<file path="src/rtl/seven_segment_mux_counter.sv">
// Prescaled up/down BCD counter with a time-multiplexed seven-segment display.
// Optional LEADING_ZERO_BLANK_EN blanks leading zero digits (digit 0 always shows).
module seven_segment_mux_counter #(
    parameter int          DIGITS          = 4,
    parameter int          COMPARE_W       = 24,
    parameter int          SCAN_W          = 10,
    parameter logic [23:0] DEFAULT_COMPARE = 24'd1000
) (
    input  logic                  clk,
    input  logic                  reset,
    input  logic [COMPARE_W-1:0]  compare_in,
    input  logic                  update_compare,
    input  logic                  enable,
    input  logic                  count_down,
    input  logic                  clear,
    output logic [6:0]            led_out,
    output logic [DIGITS-1:0]     digit_sel,
    output logic [4*DIGITS-1:0]   count_bcd,
    output logic                  tick
);

    localparam int IDX_W = (DIGITS > 1) ? $clog2(DIGITS) : 1;
    localparam logic [COMPARE_W-1:0] RST_CMP = COMPARE_W'(DEFAULT_COMPARE);

    logic [COMPARE_W-1:0] r_prescaler;
    logic [COMPARE_W-1:0] r_compare;
    logic                 r_upd_q;
    logic [4*DIGITS-1:0]  r_count;
    logic                 r_tick;
    logic [SCAN_W-1:0]    r_scan;
    logic [IDX_W-1:0]     r_idx;
    logic [DIGITS-1:0]    r_sel;
    logic [6:0]           r_led;

    logic [4*DIGITS-1:0]  w_next;
    logic                 w_carry;
    logic [3:0]           w_nib;
    logic [IDX_W-1:0]     w_idx_next;
    logic [3:0]           w_digit;
    logic                 w_hi_zero;
    logic [6:0]           w_seg;

    function automatic logic [6:0] seg7(input logic [3:0] d);
        case (d)
            4'd0:    seg7 = 7'h3F;
            4'd1:    seg7 = 7'h06;
            4'd2:    seg7 = 7'h5B;
            4'd3:    seg7 = 7'h4F;
            4'd4:    seg7 = 7'h66;
            4'd5:    seg7 = 7'h6D;
            4'd6:    seg7 = 7'h7D;
            4'd7:    seg7 = 7'h07;
            4'd8:    seg7 = 7'h7F;
            4'd9:    seg7 = 7'h6F;
            default: seg7 = 7'h00;
        endcase
    endfunction

    // Ripple carry/borrow through the digits, starting at digit 0.
    always_comb begin
        w_next  = r_count;
        w_carry = 1'b1;
        w_nib   = 4'd0;
        for (int i = 0; i < DIGITS; i++) begin
            w_nib = r_count[i*4 +: 4];
            if (w_carry) begin
                if (!count_down) begin
                    if (w_nib == 4'd9) begin
                        w_next[i*4 +: 4] = 4'd0;
                    end else begin
                        w_next[i*4 +: 4] = w_nib + 4'd1;
                        w_carry          = 1'b0;
                    end
                end else begin
                    if (w_nib == 4'd0) begin
                        w_next[i*4 +: 4] = 4'd9;
                    end else begin
                        w_next[i*4 +: 4] = w_nib - 4'd1;
                        w_carry          = 1'b0;
                    end
                end
            end
        end
    end

    always_ff @(posedge clk or posedge reset) begin
        if (reset) begin
            r_upd_q   <= 1'b0;
            r_compare <= RST_CMP;
        end else begin
            r_upd_q <= update_compare;
            if (update_compare && !r_upd_q) begin
                r_compare <= compare_in;
            end
        end
    end

    always_ff @(posedge clk or posedge reset) begin
        if (reset) begin
            r_prescaler <= '0;
            r_count     <= '0;
            r_tick      <= 1'b0;
        end else if (clear) begin
            r_prescaler <= '0;
            r_count     <= '0;
            r_tick      <= 1'b0;
        end else if (enable) begin
            if (r_prescaler >= r_compare) begin
                r_prescaler <= '0;
                r_tick      <= 1'b1;
                r_count     <= w_next;
            end else begin
                r_prescaler <= r_prescaler + COMPARE_W'(1);
                r_tick      <= 1'b0;
            end
        end else begin
            r_tick <= 1'b0;
        end
    end

    // Segments and enable are built from the upcoming index so they switch together.
    always_comb begin
        w_idx_next = r_idx;
        if (&r_scan) begin
            w_idx_next = (r_idx == IDX_W'(DIGITS - 1)) ? '0 : r_idx + 1'b1;
        end
        w_digit   = 4'd0;
        w_hi_zero = 1'b1;
        for (int i = 0; i < DIGITS; i++) begin
            if (IDX_W'(i) == w_idx_next) begin
                w_digit = r_count[i*4 +: 4];
            end
            if (IDX_W'(i) >= w_idx_next && r_count[i*4 +: 4] != 4'd0) begin
                w_hi_zero = 1'b0;
            end
        end
`ifdef LEADING_ZERO_BLANK_EN
        w_seg = (w_idx_next != '0 && w_hi_zero) ? 7'h00 : seg7(w_digit);
`else
        w_seg = seg7(w_digit);
`endif
    end

    always_ff @(posedge clk or posedge reset) begin
        if (reset) begin
            r_scan <= '0;
            r_idx  <= '0;
            r_sel  <= DIGITS'(1);
            r_led  <= 7'b0111111;
        end else begin
            r_scan <= r_scan + SCAN_W'(1);
            r_idx  <= w_idx_next;
            r_sel  <= DIGITS'(1) << w_idx_next;
            r_led  <= w_seg;
        end
    end

    assign led_out   = r_led;
    assign digit_sel = r_sel;
    assign count_bcd = r_count;
    assign tick      = r_tick;

endmodule

</file>
<file path="config.mk">
export PLATFORM = sky130hd
export DESIGN_NAME = seven_segment_mux_counter
export DESIGN_NICKNAME = d
export VERILOG_FILES = /design/src/rtl/seven_segment_mux_counter.sv
export SDC_FILE = /design/constraint.sdc
export NUM_CORES = 1
export LEC_CHECK = 0
export BUFFER_PORTS_ARGS = -buffer_cell sky130_fd_sc_hd__buf_2
export CORE_MARGIN = 2
export CORE_UTILIZATION = 44
export DETAILED_ROUTE_END_ITERATION = 10
export PLACE_DENSITY = 0.69
export SLEW_MARGIN = 10
export SYNTH_ARGS = -nofsm -noshare
export SYNTH_HDL_FRONTEND = slang
export SYNTH_SLANG_ARGS = --single-unit
</file>
<file path="constraint.sdc">
create_clock -name clk -period 3.23 [get_ports clk]
set_input_delay 0.8075 -clock clk [delete_from_list [all_inputs] [get_ports clk]]
set_output_delay 0.8075 -clock clk [all_outputs]
set_load 0.02 [all_outputs]
</file>
# Word-level counts from Yosys, hierarchy flattened
# Memory sizes are Yosys's and may differ from the RTL's. A register that Yosys moved wholly into a read port is not among the register bits.
# Cells that the tools add are included.
# totals
ff_bits,82
mem_bits_ro,112
in_bits,30
out_inout_bits,28
memories,1
# memory_table
memory,depth,word_bits,rd,rd_ports_with_merged_regs,write_ports,line,text
(name not given),16,7,1,1,0,44,case (d)
# op_classes
addsub,11
order_cmp,1
eq_ne,8
n_shift,1
n_mux,41
reduce_logical,17
# ops
cell,n
$mux 4,19
$mux 24,3
$mux 16,3
$add 24x1->24 const B,1
$ge 24x24->1,1
$add 4x1->4 const B,4
$eq 4x4->1 const B,4
$logic_not 4->1,4
$sub 4x1->4 const B,4
$mux 1,14
$add 10x1->10 const B,1
$reduce_and 10->1,1
$reduce_bool 2->1,5
$reduce_and 3->1,3
$eq 2x2->1 const A,2
$mux 2,2
$shl 1x2->4 const A,1
$add 2x1->2 const B,1
$eq 1x2->1 const A,1
$eq 2x2->1 const B,1
$logic_not 2->1,1
$reduce_and 2->1,1
$logic_and 1x1->1,1
$logic_not 1->1,1

# Longest topological paths before layout
# logic_depth
depth_word,9
depth_mapped,13

# Worst setup path before layout
# Ideal clock, no wire load.
# synth_timing
path_kind,register to register
startpoint,reg r_scan[0]
endpoint,reg r_led[3] (netlist: led_out[3])
setup_ps,79
t_arrival_ps,3126
slack_ps,25
path_stages_with_launch,13
path_cell_list,dfrtp_1 > ha_1 > nand4_1 > or3_1 > buf_6 > mux2i_4 > mux4_1 > mux2i_2 > inv_1 > ha_1 > inv_1 > mux2_2 > o21ai_0
# synth_between
elab_chain_cells,7
word_cells_on_any_way,10
# synth_lines
item,line,text
from (decl),30,logic [SCAN_W-1:0] r_scan;
from (signal assigned),151,r_scan <= r_scan + SCAN_W'(1);
$reduce_and 10->1 *,124,if (&r_scan) begin
$mux 2 *,124,
$logic_not 2->1,130,if (IDX_W'(i) == w_idx_next) begin
$mux 4 (3 in a row),130,
$mux 4 *,130,
to (decl),33,logic [6:0] r_led;
# Every way passes the cells marked *; elsewhere a longest branch is shown, timed or not.
# A chain may end at the register's enable or synchronous reset.

# Final worst setup path
# Ends and elaborated chain as after synthesis.

==> metrics.yaml <==
synth_cell_types: 57
synth_top_family_by_area: "simple AND/OR/NAND/NOR gates"
crit_required_ns: 3.49
core_um2: 12000
end_kind: "flip-flop"
num_vias: 4219
worst_slack_ns: 0.183
grt_first_pass_wirelength_um: 19300
finalCriticalPeriod_ns: 3.05
cp-start-kind: "flip-flop"
powerDensity_nw_per_um2: 418
hold_viol_final: 0
dpl_cell_area_um2: 5840
crit_cells: 11
status: "complete, no violations"
ys.flop_type: "dfrtp_1"
p_leak_uw: 0.00303
synth.area.mux_share: 0.0701
rsz0062_at_grt: "no"
post-place-ws_ns: 0.116
grt_max_degree: 50
fin_crit_sh: 0.943
clock-sinks: 89
synth_edf_count: 0
min_to: "r_scan[0]"
gp_congestion: 0.857
synthCells: 572
synth_area_per_cell_um2: 9.36
timing.fmax_mhz: 328
synthXorXnorAreaFrac: 0.0441
final_area_um2: 6190
synth.yosys.seq_area_share: 0.419
cpLargestDelayFamily: "multiplexers"
syn_nets: 648
synth-adder-area-share: 0.107
worst_r2r_endpoint: "led_out[3]"
clk_pin_slew_ns: 0.06
cpMaxStageDelayCell: "mux4_1"
syn_to_final_growth_pct: 15.6
hold_path_depth: 1
worst_clock_skew_ns: 0.0101
hpwl_um: 8310
via_per_inst: 5.40
drv_cap: 0
synth_seq_cells: 89
fp.dieH_um: 114
io_buffers: 57
ant_nets: 0
start_util: 0.448
row_count: 40
h-tree-depth: 3
synth_compound_area_frac: 0.130
grt_pass1_vias: 4034
tns_ns: 0
path_max_fanout: 5
avgRoutedWirePerCell_um: 14.5
synthArstFlopShare: 1.00
grt.overflow.total: 0
drtIter0Drc: 248
totalWireLength_um: 11400
die-area_um2: 13100
diodes: 0
cts_tree: "built"
rr_worst_depth: 11
slew_violations: 0
ios: 58
syn-cell-area_um2: 5360
layout.nets: 705
path_buf_inv: 2
cts_hold_buffers: 0
clock_latency_ns: 0.34
firstDrtPassIters: 5
cts_buffer_depth: 2
cts_buffers: 9
worstMarginPinSlew_ns: 0.719
hold_path_class: "flip-flop to flip-flop"
peakVddDrop_mv: 0.228
track_usage: 0.184
antenna_found_initial: 0
drive_gt1_frac: 0.188
slew_headroom: 0.520
r2r_slack_ns: 0.18
root_buffer: "clkbuf_16"
r2r-start: "r_scan[0]"
arrival_ns: 3.30
yosysWarnings: 0
fillers: 1075
crit_type: "flip-flop to flip-flop"
holdWs_ns: 0.478
setup_viol: 0
yosys.area_share.simple: 0.178
hold_start: "r_scan[0]"
path_cells: "ha_1 > nand4_1 > or3_4 > mux2i_4 > mux4_1 > mux2i_2 > inv_1 > ha_1 > inv_1 > mux2_2 > o21ai_0"
cpPeakStageDelay_ns: 0.58
die_w_um: 114
drc: 0
==> registers in the layout, indices dropped and copies added (netlist names) <==
| register | flops |
|---|---|
| r_upd_q | 1 |
| r_idx | 2 |
| led_out | 7 |
| digit_sel | 4 |
| r_compare | 24 |
| r_prescaler | 24 |
| r_scan | 10 |
| count_bcd | 16 |
| tick | 1 |
==> cell usage in the layout, fill, tap and decap left out, types with 11 or more instances in the layout <==
cell	count
dfstp_2	13
o21ai_0	43
xnor2_1	11
ha_1	46
dfrtp_1	76
inv_1	42
nand2_1	62
nor2_1	51
nand3_1	24
a21oi_1	21
buf_4	14
xor2_1	16
mux2i_1	17
buf_2	57
==> cell type report <==
cell class | instances | area (um2) | area share
Inverter | 44 | 166 | 0.0269
Timing Repair Buffer | 72 | 410 | 0.0663
Clock buffer | 11 | 243 | 0.0392
Sequential cell | 89 | 2240 | 0.362
Clock inverter | 5 | 103 | 0.0166
Multi-Input combinational cell | 413 | 2840 | 0.459
Tap cell | 147 | 184 | 0.0297
==> cell usage after synthesis (3+ instances only) <==
cell | count | area (um2)
and2_1 | 4 | 25.0
clkbuf_1 | 19 | 71.3
mux2i_4 | 3 | 67.6
nand3b_1 | 3 | 22.5
nor2_1 | 51 | 191
or3_1 | 4 | 25.0
dfstp_2 | 13 | 342
o211ai_1 | 4 | 30.0
xnor2_1 | 11 | 96.3
a21oi_1 | 21 | 105
dfrtp_1 | 76 | 1900
o21ai_0 | 43 | 215
a311oi_1 | 6 | 52.6
a21o_1 | 9 | 67.6
and3_1 | 7 | 43.8
nor2b_1 | 6 | 37.5
a31oi_1 | 9 | 56.3
o31ai_1 | 3 | 22.5
nand3_1 | 24 | 120
nand2b_1 | 6 | 37.5
nand2_1 | 62 | 233
buf_1 | 3 | 11.3
nor3_1 | 9 | 45.0
ha_1 | 46 | 576
mux2i_1 | 17 | 170
inv_1 | 43 | 161
xor2_1 | 16 | 140
mux2_2 | 5 | 56.3
and4_1 | 3 | 26.3
nand4_1 | 10 | 62.6
==> how the worst max path moves through the flow <==
stage / start / endpoint / slack, ns
after floorplan: r_scan[0] / led_out[3] / 0.03
after global placement: r_scan[0] / led_out[3] / 0.25
after detailed placement: r_scan[0] / led_out[3] / 0.12
after CTS: r_scan[0] / led_out[3] / 0.09
after global routing: r_scan[0] / led_out[3] / 0.009
final: r_scan[0] / led_out[3] / 0.18
==> stage by stage <==
step           power [uW]  instances   util
2_1_floorplan        1330        572      -
3_3_place_gp         1390        765  0.488
3_5_place_dp         1400        765  0.488
4_1_cts              2610        781  0.517
5_1_grt              2700        781  0.518
6_report             2590        781  0.518
==> kinds of logic (layout without fill, tap and decap cells) <==
family	count (synthesis)	in the layout
mux	29	29
simple gates	199	199
xor+xnor	27	27
buf+inv	70	132
compound gates	112	112
flops	89	89
fa+ha+maj	46	46
==> metal layers <==
layer,wire length [um],track usage,vias to the layer above,share of wire
met5,0,0,-,0
met4,214,0.0659,0,0.019
met3,447,0.0355,18,0.039
met2,5300,0.287,90,0.47
met1,5390,0.257,2018,0.47
li1,-,-,2093,-
==> power breakdown <==
| group | total, uW | switching (uW) | leakage [uW] | internal (uW) |
|---|---|---|---|---|
| clock | 1210 | 432 | 0.000166 | 776 |
| sequential | 1180 | 13.4 | 0.00115 | 1160 |
| combinational | 203 | 129 | 0.00172 | 74.5 |
| total | 2590 | 574 | 0.00303 | 2010 |
==> what timing repair did <==
item                       in CTS  in global routing
buffers inserted                0                  0
setup endpoints to repair       0                  1
gates resized for setup         0                  1
==> worst reg2reg max path, delay by kind of cell, from the launching register on <==
| family | cells | cell delay [ns] |
|---|---|---|
| muxes | 4 | 1.23 |
| and+or+nand+nor | 2 | 0.52 |
| adders and majority gates | 2 | 0.50 |
| DFF | 1 | 0.39 |
| AOI/OAI and AO/OA | 1 | 0.17 |
| buffers and inverters | 2 | 0.16 |
Note: power is estimated with default switching activity, not from simulation.
